===== src/rtl/prog_loader.sv =====
// Boot-time program loader: turns a UART byte stream (4-byte header, instruction
// words, data words) into 128-bit instruction-memory and 32-bit data-memory writes.
module prog_loader #(
  parameter int ADDR_LEN       = 32,
  parameter int IMEM_WORDS_MAX = 512
) (
  input  logic                clk,
  input  logic                reset,
  input  logic [7:0]          rx_data,
  input  logic                rx_valid,
  output logic [ADDR_LEN-1:0] ADDR,
  output logic [127:0]        DATA,
  output logic                WE_128,
  output logic                WE_32,
  output logic                DONE
);

  typedef enum logic [1:0] {HDR, IMEM, DMEM, FIN} state_t;

  state_t         state_q;
  logic [3:0]     byte_cnt_q;
  logic [15:0]    ni_q;
  logic [15:0]    nd_q;
  logic [15:0]    word_idx_q;
  logic [127:0]   asm_q;
  logic [127:0]   asm_d;

  logic [15:0]    ni_hdr;
  logic [15:0]    nd_hdr;
  logic [15:0]    ni_clamped;
  logic           last_imem;
  logic           last_dmem;
  logic [ADDR_LEN-1:0] imem_addr;
  logic [ADDR_LEN-1:0] dmem_addr;

  // The incoming byte merged into the assembly buffer; the completed word is
  // taken from here so the 16th (or 4th) byte needs no extra cycle.
  always_comb begin
    asm_d = asm_q;
    asm_d[{byte_cnt_q, 3'b000} +: 8] = rx_data;
  end

  assign ni_hdr     = asm_q[15:0];
  assign nd_hdr     = asm_d[31:16];
  assign ni_clamped = ({16'd0, ni_hdr} > 32'(IMEM_WORDS_MAX)) ? 16'(IMEM_WORDS_MAX) : ni_hdr;
  assign last_imem  = (word_idx_q == ni_q - 16'd1);
  assign last_dmem  = (word_idx_q == nd_q - 16'd1);
  assign imem_addr  = ADDR_LEN'({word_idx_q, 4'b0000});
  assign dmem_addr  = ADDR_LEN'({word_idx_q, 2'b00});

  always_ff @(posedge clk or posedge reset) begin
    if (reset) begin
      state_q    <= HDR;
      byte_cnt_q <= 4'd0;
      ni_q       <= 16'd0;
      nd_q       <= 16'd0;
      word_idx_q <= 16'd0;
      asm_q      <= 128'd0;
      ADDR       <= '0;
      DATA       <= 128'd0;
      WE_128     <= 1'b0;
      WE_32      <= 1'b0;
      DONE       <= 1'b0;
    end else begin
      WE_128 <= 1'b0;
      WE_32  <= 1'b0;
      case (state_q)
        HDR: begin
          if (rx_valid) begin
            asm_q <= asm_d;
            if (byte_cnt_q == 4'd3) begin
              byte_cnt_q <= 4'd0;
              word_idx_q <= 16'd0;
              ni_q       <= ni_clamped;
              nd_q       <= nd_hdr;
              if (ni_clamped != 16'd0) begin
                state_q <= IMEM;
              end else if (nd_hdr != 16'd0) begin
                state_q <= DMEM;
              end else begin
                state_q <= FIN;
                DONE    <= 1'b1;
              end
            end else begin
              byte_cnt_q <= byte_cnt_q + 4'd1;
            end
          end
        end
        IMEM: begin
          if (rx_valid) begin
            asm_q      <= asm_d;
            byte_cnt_q <= byte_cnt_q + 4'd1;
            if (byte_cnt_q == 4'd15) begin
              WE_128 <= 1'b1;
              DATA   <= asm_d;
              ADDR   <= imem_addr;
              if (last_imem) begin
                word_idx_q <= 16'd0;
                state_q    <= (nd_q != 16'd0) ? DMEM : FIN;
              end else begin
                word_idx_q <= word_idx_q + 16'd1;
              end
            end
          end
        end
        DMEM: begin
          if (rx_valid) begin
            asm_q <= asm_d;
            if (byte_cnt_q == 4'd3) begin
              byte_cnt_q <= 4'd0;
              WE_32      <= 1'b1;
              DATA       <= {asm_d[31:0], 96'd0};
              ADDR       <= dmem_addr;
              if (last_dmem) begin
                state_q <= FIN;
              end else begin
                word_idx_q <= word_idx_q + 16'd1;
              end
            end else begin
              byte_cnt_q <= byte_cnt_q + 4'd1;
            end
          end
        end
        default: begin
          // FIN reached via a write strobe: DONE follows one cycle behind it.
          DONE <= 1'b1;
        end
      endcase
    end
  end

endmodule


===== config.mk =====
export PLATFORM = sky130hd
export DESIGN_NAME = prog_loader
export DESIGN_NICKNAME = d
export VERILOG_FILES = /design/src/rtl/prog_loader.sv
export SDC_FILE = /design/constraint.sdc
export NUM_CORES = 1
export LEC_CHECK = 0
export CAP_MARGIN = 20
export CELL_PAD_IN_SITES_DETAIL_PLACEMENT = 1
export CELL_PAD_IN_SITES_GLOBAL_PLACEMENT = 2
export CORE_MARGIN = 2
export CORE_UTILIZATION = 44
export DETAILED_ROUTE_END_ITERATION = 12
export DONT_BUFFER_PORTS = 1
export PLACE_DENSITY_LB_ADDON = 0.1
export SYNTH_ARGS = -nofsm -noshare
export SYNTH_HDL_FRONTEND = slang
export SYNTH_SLANG_ARGS = --single-unit

===== constraint.sdc =====
create_clock -name clk -period 34.3 [get_ports clk]
set_input_delay 10.29 -clock clk [delete_from_list [all_inputs] [get_ports clk]]
set_output_delay 10.29 -clock clk [all_outputs]
set_load 0.05 [all_outputs]

==> results.md, run 1 <==
- CTS tree: yes
- Final wirelength: roughly 44 mm
- Share of the synthesized area in the top cell type: 0.521
- Root cell of the clock tree: clkbuf_16
- Crit path max fanout: around 110
- Worst EP required: about 35000 ps
- Clk_skew: about 20 ps
- FF-to-FF setup slack: between 30000 and 40000 ps
- GPL Wtd Cong: between 0.8 and 0.9
- Worst VDD drop: ~0.038 mV
- Setup Crit Path Kind: in2reg
- Multi-input combinational cell area: approximately 7000 µm²
- Starting DRC count in detailed routing: roughly 630
- Crit path time final: 12310 ps
- CP Capture Type: flip-flop
- Hold Vio Cnt, Final: 0
- Status: finished, final reports clean
- Vias per cell: about 5.7
- I/O pin count: 174
- Worst EP arrival: 12690 ps
- Critical Path Source Type: primary input
- TritonCTS buffer count: 39
- Tightest Pin Transition: ~1100 ps
- Final period util: 0.359
- Sequential share of the synthesized area: 0.521
- Post-synth top cells: dfrtp_1, nand2_1, o21ai_0
- Fin Setup TNS: 0 ps
- PwrDens: ~70 nW/µm²
- Setup repair after global routing missed its margin: no
- Final setup viols: 0
- Pre-Repair DR Iteration Count: 5
- Area leader, netlist: dfrtp_1
- Vias in the first global route: between 10000 and 15000
- LEAKAGE: roughly 7.9 nW
- CORE AREA: 35600 µm²
- Filler cells: ~3900
- Reg2Reg Depth: 10
- Top FF cell, synth: dfrtp_1
- Reg-to-reg endpoint: word_idx_q[13]
- Clk slew on worst S/H paths: roughly 50 ps
- Die width: between 150 and 200 µm
- Critical path launch point: rx_valid
- Post-CTS resize count: 0
- Mapped cell area: approximately 16000 µm²
- HP Start: asm_q[44]
- Number of synthesized flops with an enable pin: 0
- Share of cells above drive strength 1: 0.125
- Hold WC Path Type: reg2reg
- MaxCap Viol Count: 0
- Pins Over Slew Limit: 0
- Initial antenna violation count: 0
- Routed WL per cell: between 20 and 25 µm
- Setup bufs post-CTS: 0
- Row cnt: 69
- Via Count: roughly 12000
- Mapped Cells: 1648
- Layout area overhead: 8.96%
- Gr usage total: 0.238
- Capture point of the worst path: DATA[98]
- DP Wirelength: between 20 and 30 mm
- Initial Util: 0.447
- Number of synthesized register bits: around 330
- Die height: 194 µm
- Routed Antenna Nets: 0
- Diode count: 0
- Nets@finish: 1595
- DRC: 0
- Worst-Skew Late Latency: between 500 and 600 ps
- Storage cell area: 8280 µm²
- Die ar.: between 30000 and 40000 µm²
- Rel. slew slack: 0.270
- Synth Warn #: 0
- Achievable Freq: 0.0812 GHz
- Top-count cell post-synth: dfrtp_1
- # port buffers: 0
- Cell variety after synth: 72
- First-pass GRT wire length: roughly 72 mm
- Max clock buf depth: 3
- Fin util: 0.487
- Clk sinks: about 330
- Cts hold-fix bufs: 0
- Largest net degree at the start of global routing: 122
- Worst r2r src: ni_q[0]
- Synth top area cells: dfrtp_1, o21ai_0, nand2_1, mux2_2, mux2i_1
- CTS H-Tree Depth: 2
- Gr ovfl total: 0
- Post-Syn Area per Cell: 9.65 µm²
- Post-synth ARST share: 1.00
-- sequential cells by signal, indices dropped and copies added, names as in the netlist --
name / flops
ni_q: 16
ADDR: 18
byte_cnt_q: 4
DATA: 128
WE_32: 1
WE_128: 1
asm_q: 128
DONE: 1
nd_q: 16
word_idx_q: 16
state_q: 2
-- routing by layer --
layer | vias up | GRT usage | part of all wire
met5 | - | 0 | 0
met2 | 184 | 0.395 | 0.48
met3 | 63 | 0.0501 | 0.047
met4 | 0 | 0.0578 | 0.021
li1 | 5507 | - | -
met1 | 5969 | 0.319 | 0.45
-- cells by family after synthesis --
| group | share of synthesized area |
|---|---|
| flip-flops | 0.521 |
| other | 0.000236 |
| AO/OA/AOI/OAI | 0.150 |
| multiplexers | 0.106 |
| buffers and inverters | 0.0434 |
| XOR/XNOR | 0.0224 |
| adder cells (fa/ha/maj) | 0.00866 |
| AND/OR/NAND/NOR | 0.148 |
-- report_power, final --
part           internal, mW  total, mW  switching (mW)
combinational        0.0787      0.238           0.160
sequential            0.438      0.556           0.118
clock                 0.249      0.417           0.168
total                 0.766       1.21           0.445
-- worst min path at each step --
stage,to,depth (start not counted)
floorplan,asm_q[104],2
global placement,asm_q[91],2
detailed placement,asm_q[44],2
CTS,asm_q[44],2
global route,asm_q[96],1
finish,asm_q[44],2
-- cell usage in the layout, fill, tap and decap left out, types with 21 or more instances in the layout --
cell	n
nand2_1	293
xnor2_1	21
mux2i_1	65
o21ai_0	248
a21oi_1	80
nor3_1	33
dfrtp_1	331
mux2_2	90
clkbuf_16	39
nor2_1	80
nand3_1	23
-- layout make-up --
class | instances | share of cell area
Multi-Input combinational cell | 1168 | 0.404
Tap cell | 461 | 0.0333
Inverter | 20 | 0.00477
Clock buffer | 55 | 0.0638
Sequential cell | 331 | 0.478
Timing Repair Buffer | 13 | 0.00563
Clock inverter | 14 | 0.0107
-- worst max-delay path: stages --
cell and delay (ps):
nand3_1 150, a21oi_1 140, o21ai_4 150, buf_4 670, buf_4 910, o21ai_0 240
-- per-stage QoR --
stage                     total power [mW]  instances  hold WS [ps]  setup slack (ps)  instance area [µm²]
after detailed placement             0.803       1993           471             21330                16000
after floorplan                      0.717       1661           450             14840                15900
after CTS                             1.23       2062           483             21930                17300
after global routing                  1.27       2062           513             21710                17300
after global placement               0.796       1993           462             21450                16000
final                                 1.21       2062           483             21990                17300
(Power assumes the default switching activity.)
==> run 2: changes to the inputs <==
--- a/config.mk
+++ b/config.mk
@@ -5,11 +5,12 @@
 export SDC_FILE = /design/constraint.sdc
 export NUM_CORES = 1
 export LEC_CHECK = 0
+export ABC_AREA = 1
 export CAP_MARGIN = 20
 export CELL_PAD_IN_SITES_DETAIL_PLACEMENT = 1
 export CELL_PAD_IN_SITES_GLOBAL_PLACEMENT = 2
 export CORE_MARGIN = 2
-export CORE_UTILIZATION = 44
+export CORE_UTILIZATION = 34
 export DETAILED_ROUTE_END_ITERATION = 12
 export DONT_BUFFER_PORTS = 1
 export PLACE_DENSITY_LB_ADDON = 0.1
==> constraint.sdc (replaced) <==
create_clock -name clk -period 9.9 [get_ports clk]
set_input_delay 2.97 -clock clk [delete_from_list [all_inputs] [get_ports clk]]
set_output_delay 2.97 -clock clk [all_outputs]
set_load 0.05 [all_outputs]
==> run 2 against run 1 <==
  * Worst setup slack worse by 17000 ps
  * Global-route usage is 1.9 points lower
  * Synthesized area is 0.10% higher
  * Routed wire length is 18% higher
  * Register-to-register slack worse by 24000 ps
  * Sequential share of layout area is 0.86 points lower
  * Count of clock-buffer cells in the layout is 8 higher
  * Clock skew is 1.9 ps lower
  * Critical endpoint is now DATA[114]
==> results.md, run 2 <==
- Status: finished, final reports clean (unchanged)
- Cts hold-fix bufs: 0 (unchanged)
- Routed WL per cell: 20.7 µm (was 21.6 µm)
- Number of synthesized flops with an enable pin: 0 (unchanged)
- Final setup viols: 0 (unchanged)
- # port buffers: 0 (unchanged)
- Sequential share of the synthesized area: 0.520 (was 0.521)
- Layout area overhead: 10.9% (was 8.96%)
- Via Count: 13056 (was 11723)
- Top FF cell, synth: dfrtp_1 (unchanged)
- Crit path max fanout: 81 (was 109)
- Clk sinks: 331 (unchanged)
- Crit path time final: roughly 4800 ps
- Filler cells: 5486 (was 3927)
- DP Wirelength: 36.4 mm (was 29.4 mm)
- PwrDens: 377 nW/µm² (was 69.9 nW/µm²)
- Die ar.: 48600 µm² (was 37700 µm²)
- CTS H-Tree Depth: 2 (unchanged)
- Share of the synthesized area in the top cell type: 0.520 (was 0.521)
- Starting DRC count in detailed routing: 761 (was 628)
- Cell variety after synth: 47 (was 72)
- Final wirelength: 52.6 mm (was 44.5 mm)
- Share of cells above drive strength 1: 0.0596 (was 0.125)
- MaxCap Viol Count: 0 (unchanged)
- Setup repair after global routing missed its margin: no (unchanged)
- First-pass GRT wire length: 81.3 mm (was 71.6 mm)
- CP Capture Type: flip-flop (unchanged)
- Final Power: 6.66 mW (was 1.21 mW)
- TritonCTS buffer count: 41 (was 39)
- Initial Util: 0.343 (was 0.447)
- Post-synth ARST share: 1.00 (unchanged)
- Post-synth top cells: nand2_1, dfrtp_1, o21ai_0 (was dfrtp_1, nand2_1, o21ai_0)
- Nets@finish: 1924 (was 1595)
- Hold Vio Cnt, Final: 0 (unchanged)
- CTS tree: yes (unchanged)
- LEAKAGE: 8.02 nW (was 7.93 nW)
- Critical Path Source Type: primary input (unchanged)
- Fin Setup TNS: 0 ps (unchanged)
- Commonest non-fill, non-tap cell in the layout: nand2_1 (was dfrtp_1)
- DRC: 0 (unchanged)
- Area leader, netlist: dfrtp_1 (unchanged)
- Worst EP required: 10330 ps (was 34680 ps)
- Top-count cell post-synth: nand2_1 (was dfrtp_1)
- Max clock buf depth: 3 (unchanged)
- Routed Antenna Nets: 0 (unchanged)
- Root cell of the clock tree: clkbuf_16 (unchanged)
- Initial antenna violation count: 0 (unchanged)
- Rel. slew slack: 0.326 (was 0.270)
- Pre-Repair DR Iteration Count: 5 (unchanged)
- Number of synthesized register bits: 331 (unchanged)
- Vias per cell: 5.14 (was 5.69)
- Synth Warn #: 0 (unchanged)
- Biggest regs: DATA x128, asm_q x128, ADDR x18 (unchanged)
- Die width: 220 µm (was 194 µm)
- Worst EP arrival: 5230 ps (was 12690 ps)
- Post-Syn Area per Cell: 8.12 µm² (was 9.65 µm²)
- Achievable Freq: ~0.21 GHz
- Clk slew on worst S/H paths: 60 ps (was 50 ps)
- Vias in the first global route: 13236 (was 12285)
- Tightest Pin Transition: 1010 ps (was 1100 ps)
- Largest net degree at the start of global routing: 172 (was 122)
- Synth top area cells: dfrtp_1, nand2_1, o21ai_0, nor2_1, inv_1 (was dfrtp_1, o21ai_0, nand2_1, mux2_2, mux2i_1)
- CORE AREA: 46400 µm² (was 35600 µm²)
- Setup Crit Path Kind: in2reg (unchanged)
- Row cnt: 79 (was 69)
- Final period util: 0.485
- Diode count: 0 (unchanged)
- GPL Wtd Cong: 0.798 (was 0.811)
- Mapped Cells: 1960 (was 1648)
- Fin util: 0.381 (was 0.487)
- Commonest non-fill, non-tap cells in the layout: nand2_1, dfrtp_1, o21ai_0 (was dfrtp_1, nand2_1, o21ai_0)
- Worst-Skew Late Latency: 570 ps (was 550 ps)
- Hold WC Path Type: reg2reg (unchanged)
- Setup bufs post-CTS: 0 (unchanged)
- Worst VDD drop: 0.146 mV (was 0.0378 mV)
- Clk_skew: 18.2 ps (was 20.2 ps)
- Post-CTS resize count: 0 (unchanged)
- Gr usage total: 0.219 (was 0.238)
- Die height: 220 µm (was 194 µm)
- I/O pin count: 174 (unchanged)
- Mapped cell area: 15900 µm² (about the same)
- Gr ovfl total: 0 (unchanged)
- Pins Over Slew Limit: 0 (unchanged)
## run 2: path summary, 6_finish.rpt
check                                endpoint  cells after the start  slack [ps]           from
worst max-delay path                DATA[114]                     11        5100       rx_valid
worst min-delay path                asm_q[73]                      2         480      asm_q[73]
worst max register to register      DATA[116]                      9        5900  byte_cnt_q[0]
worst min register to register      asm_q[73]                      2         480      asm_q[73]
max in group asynchronous           asm_q[59]                      3        5800          reset
min in group asynchronous       word_idx_q[2]                      2        2570          reset
## run 2: critical path: stages
cell	delay, ps
inv_1	100
nor2_2	80
inv_2	70
nand2_1	60
inv_2	90
nor3_2	80
nand2_4	530
buf_4	790
inv_1	200
nand2_1	120
o211ai_1	90
## run 2: metrics by stage
step	hold WS (ps)	setup slack, ps	area (µm²)	instances
3_5_place_dp	468	4510	16300	2466
5_1_grt	507	4870	17600	2538
6_report	480	5100	17600	2538
3_3_place_gp	461	4540	16300	2466
2_1_floorplan	448	2510	16000	1973
4_1_cts	483	5110	17600	2538
## run 2: power breakdown
part | internal, mW | switching, mW
sequential | 1.77 | 0.837
clock | 0.946 | 0.602
combinational | 0.645 | 1.86
total | 3.36 | 3.30
## run 2: area by class of cell
class                      count  area [µm²]  share of cell area
clock buffer                  63        1250              0.0709
inverter                     122         473              0.0268
tap                          607         759              0.0431
clock inverter                 9         133             0.00752
timing repair buffer           8        85.1             0.00482
sequential                   331        8280               0.470
multi-input combinational   1398        6660               0.377
## run 2: routing by layer
layer | wire (µm) | track usage | vias up
met3 | 2630 | 0.0470 | 70
met2 | 24800 | 0.359 | 221
li1 | - | - | 6300
met5 | 0 | 0 | -
met1 | 23700 | 0.288 | 6465
met4 | 1490 | 0.0738 | 0
## run 2: cells by family (layout without fill, tap and decap cells)
kind of cell               Yosys count  after routing  share of synthesized area
adders and majority gates           11             11                    0.00865
xor gates and xnor gates            30             30                     0.0165
other                                1             14                   0.000236
and+or+nand+nor                    876            876                      0.229
DFF                                331            331                      0.520
AOI/OAI and AO/OA                  466            466                      0.160
muxes                                1              1                   0.000708
buffers and inverters              244            202                     0.0649
==> run 3: changes to the inputs <==
==> constraint.sdc (replaced) <==
create_clock -name clk -period 4.2 [get_ports clk]
set_input_delay 1.26 -clock clk [delete_from_list [all_inputs] [get_ports clk]]
set_output_delay 1.26 -clock clk [all_outputs]
set_load 0.05 [all_outputs]
==> run 3 against run 2 <==
  * Total power grew 140%
  * Sequential cell count is the same
  * Critical path depth shrank 1
  * Via count grew 1.3%
  * Clock power grew 130%
  * Non-clock buffer count grew 14
  * Hold slack lost 0.61 ps
  * Sequential share of layout area shrank 0.30 points
  * First-iteration DRC count grew 7.4%
  * Final cell count grew 0.63%
  * Critical endpoint is now DATA[119]
==> results.md, run 3 (same netlist as run 2, synthesis figures left out) <==
- Rel. slew slack: 0.379 (was 0.326)
- LEAKAGE: 8.09 nW (was 8.02 nW)
- CTS H-Tree Depth: 2 (unchanged)
- Layout area overhead: 11.6% (was 10.9%)
- Worst r2r src: byte_cnt_q[0] (unchanged)
- Vias per cell: 5.18 (was 5.14)
- Initial antenna violation count: 0 (unchanged)
- Tightest Pin Transition: 928 ps (was 1010 ps)
- Clk slew on worst S/H paths: 60 ps (about the same)
- Final period util: 0.835
- Die width: 220 µm (unchanged)
- MaxCap Viol Count: 0 (unchanged)
- Clk sinks: 331 (unchanged)
- Cell Count, Final, Fillers Out: 2554 (was 2538)
- CP Buf/Inv Count: 3 (was 5)
- Commonest non-fill, non-tap cells in the layout: nand2_1, dfrtp_1, o21ai_0 (unchanged)
- Critical path's most frequent cell: nor2_1
- Placed insts: 2480 (was 2466)
- Clk_skew: 15.3 ps (was 18.2 ps)
- Hold WC Path Type: reg2reg (unchanged)
- Worst EP required: 4600 ps (was 10330 ps)
- Setup repair after global routing missed its margin: no (unchanged)
- Routed Antenna Nets: 0 (unchanged)
- Max clock buf depth: 3 (unchanged)
- GPL Wtd Cong: 0.848 (was 0.798)
- Setup bufs post-CTS: 0 (unchanged)
- Root cell of the clock tree: clkbuf_16 (unchanged)
- Routed WL per cell: 21.3 µm (was 20.7 µm)
- M1 GR Usage: 0.299 (was 0.288)
- TritonCTS buffer count: 41 (unchanged)
- Fin Setup TNS: 0 ps (unchanged)
- Starting DRC count in detailed routing: 817 (was 761)
- PwrDens: 888 nW/µm² (was 377 nW/µm²)
- Post-CTS resize count: 0 (unchanged)
- Hold Vio Cnt, Final: 0 (unchanged)
- Met3 usage: 0.0488 (was 0.0470)
- Largest net degree at the start of global routing: 109 (was 172)
- CORE AREA: 46400 µm² (unchanged)
- Crit-path cells: clkinv_2 -> ha_1 -> buf_4 -> nand3_1 -> nor2_1 -> inv_1 -> nor2_1 -> nand2_1 -> o21ai_0 -> o221ai_1 (was inv_1 -> nor2_2 -> inv_2 -> nand2_1 -> inv_2 -> nor3_2 -> nand2_4 -> buf_4 -> inv_1 -> nand2_1 -> o211ai_1)
- CTS tree: yes (unchanged)
- Status: finished, final reports clean (unchanged)
- Critical path launch point: byte_cnt_q[0] (was rx_valid)
- Final setup viols: 0 (unchanged)
- Met2 Track Usage GR: 0.388 (was 0.359)
- Pre-Repair DR Iteration Count: 4 (was 5)
- Commonest non-fill, non-tap cell in the layout: nand2_1 (unchanged)
- Biggest regs: DATA x128, asm_q x128, ADDR x18 (unchanged)
- Setup Crit Path Kind: reg2reg (was in2reg)
- Worst EP arrival: 3910 ps (was 5230 ps)
- Slowest stage cell, crit path: nor2_1 (was buf_4)
- Initial Util: 0.343 (unchanged)
- Nets@finish: 1938 (was 1924)
- Gr usage total: 0.230 (was 0.219)
- Final wirelength: 54.4 mm (was 52.6 mm)
- Row cnt: 79 (unchanged)
- Gr ovfl total: 0 (unchanged)
- Worst VDD drop: 0.389 mV (was 0.146 mV)
- Achievable Freq: 0.285 GHz
- Crit path max fanout: 13 (was 81)
- Vias in the first global route: 13730 (was 13236)
- GRT busiest layer: met2 (unchanged)
- CP Capture Type: flip-flop (unchanged)
- Via Count: 13223 (was 13056)
- CP max stage delay: 730 ps (was 790 ps)
- DP Wirelength: 38.4 mm (was 36.4 mm)
- HP Start: asm_q[77] (was asm_q[73])
- Worst-Skew Late Latency: 560 ps (was 570 ps)
- Crit path time final: 3510 ps
- Delay-heaviest family, CP: simple AND/OR/NAND/NOR gates (was buffers and inverters)
- I/O pin count: 174 (unchanged)
- Share of cells above drive strength 1: 0.0663 (was 0.0596)
- Pins Over Slew Limit: 0 (unchanged)
- DRC: 0 (unchanged)
- # port buffers: 0 (unchanged)
- First-pass GRT wire length: 84.8 mm (was 81.3 mm)
- Fin util: 0.383 (was 0.381)
- Critical Path Source Type: flip-flop (was primary input)
- Die ar.: 48600 µm² (unchanged)
- Die height: 220 µm (unchanged)
- Cts hold-fix bufs: 0 (unchanged)
-- run 3: metrics by stage --
step | total power, mW | cell area (µm²) | setup slack [ps] | hold WS (ps)
6_report | 15.8 | 17800 | 693 | 479
3_3_place_gp | 12.2 | 16400 | 876 | 461
5_1_grt | 16.9 | 17800 | 360 | 494
4_1_cts | 16.0 | 17800 | 750 | 482
3_5_place_dp | 12.4 | 16400 | 799 | 468
2_1_floorplan | 10.3 | 16000 | -1480 | 448
-- run 3: final timing paths --
kind | to | cells past startpoint | slack (ps)
setup reg to reg | DATA[119] | 10 | 690
max in group asynchronous | DATA[72] | 2 | 2610
hold reg to reg | asm_q[77] | 2 | 480
setup / recovery | DATA[119] | 10 | 690
min in group asynchronous | DATA[11] | 1 | 680
hold / removal | asm_q[77] | 2 | 480
-- run 3: per-layer routing --
layer | routed length, µm | vias up
li1 | - | 6321
met1 | 24600 | 6644
met2 | 26200 | 193
met3 | 2530 | 65
met4 | 1080 | 0
met5 | 0 | -
-- run 3: final cells by class --
cell class / instances / area (µm²)
Clock inverter: 8 / 71.3
Timing Repair Buffer: 22 / 240
Clock buffer: 65 / 1270
Sequential cell: 331 / 8280
Fill cell: 5424 / 28600
Inverter: 122 / 473
Multi-Input combinational cell: 1398 / 6660
Tap cell: 607 / 759
Antenna cell: 1 / 2.50
-- run 3: report_power, final --
group          total [mW]  internal [mW]  leakage, nW  switching [mW]
Clock                3.54           2.13        0.660            1.42
Combinational        6.08           1.59         3.01            4.48
Sequential           6.14           4.16         4.42            1.98
Total                15.8           7.88         8.09            7.88
-- run 3: worst register-to-register path: stages (launching register included) --
cell and delay [ps]:
dfrtp_1 620, clkinv_2 220, ha_1 500, buf_4 230, nand3_1 170, nor2_1 290
inv_1 180, nor2_1 730, nand2_1 130, o21ai_0 140, o221ai_1 140
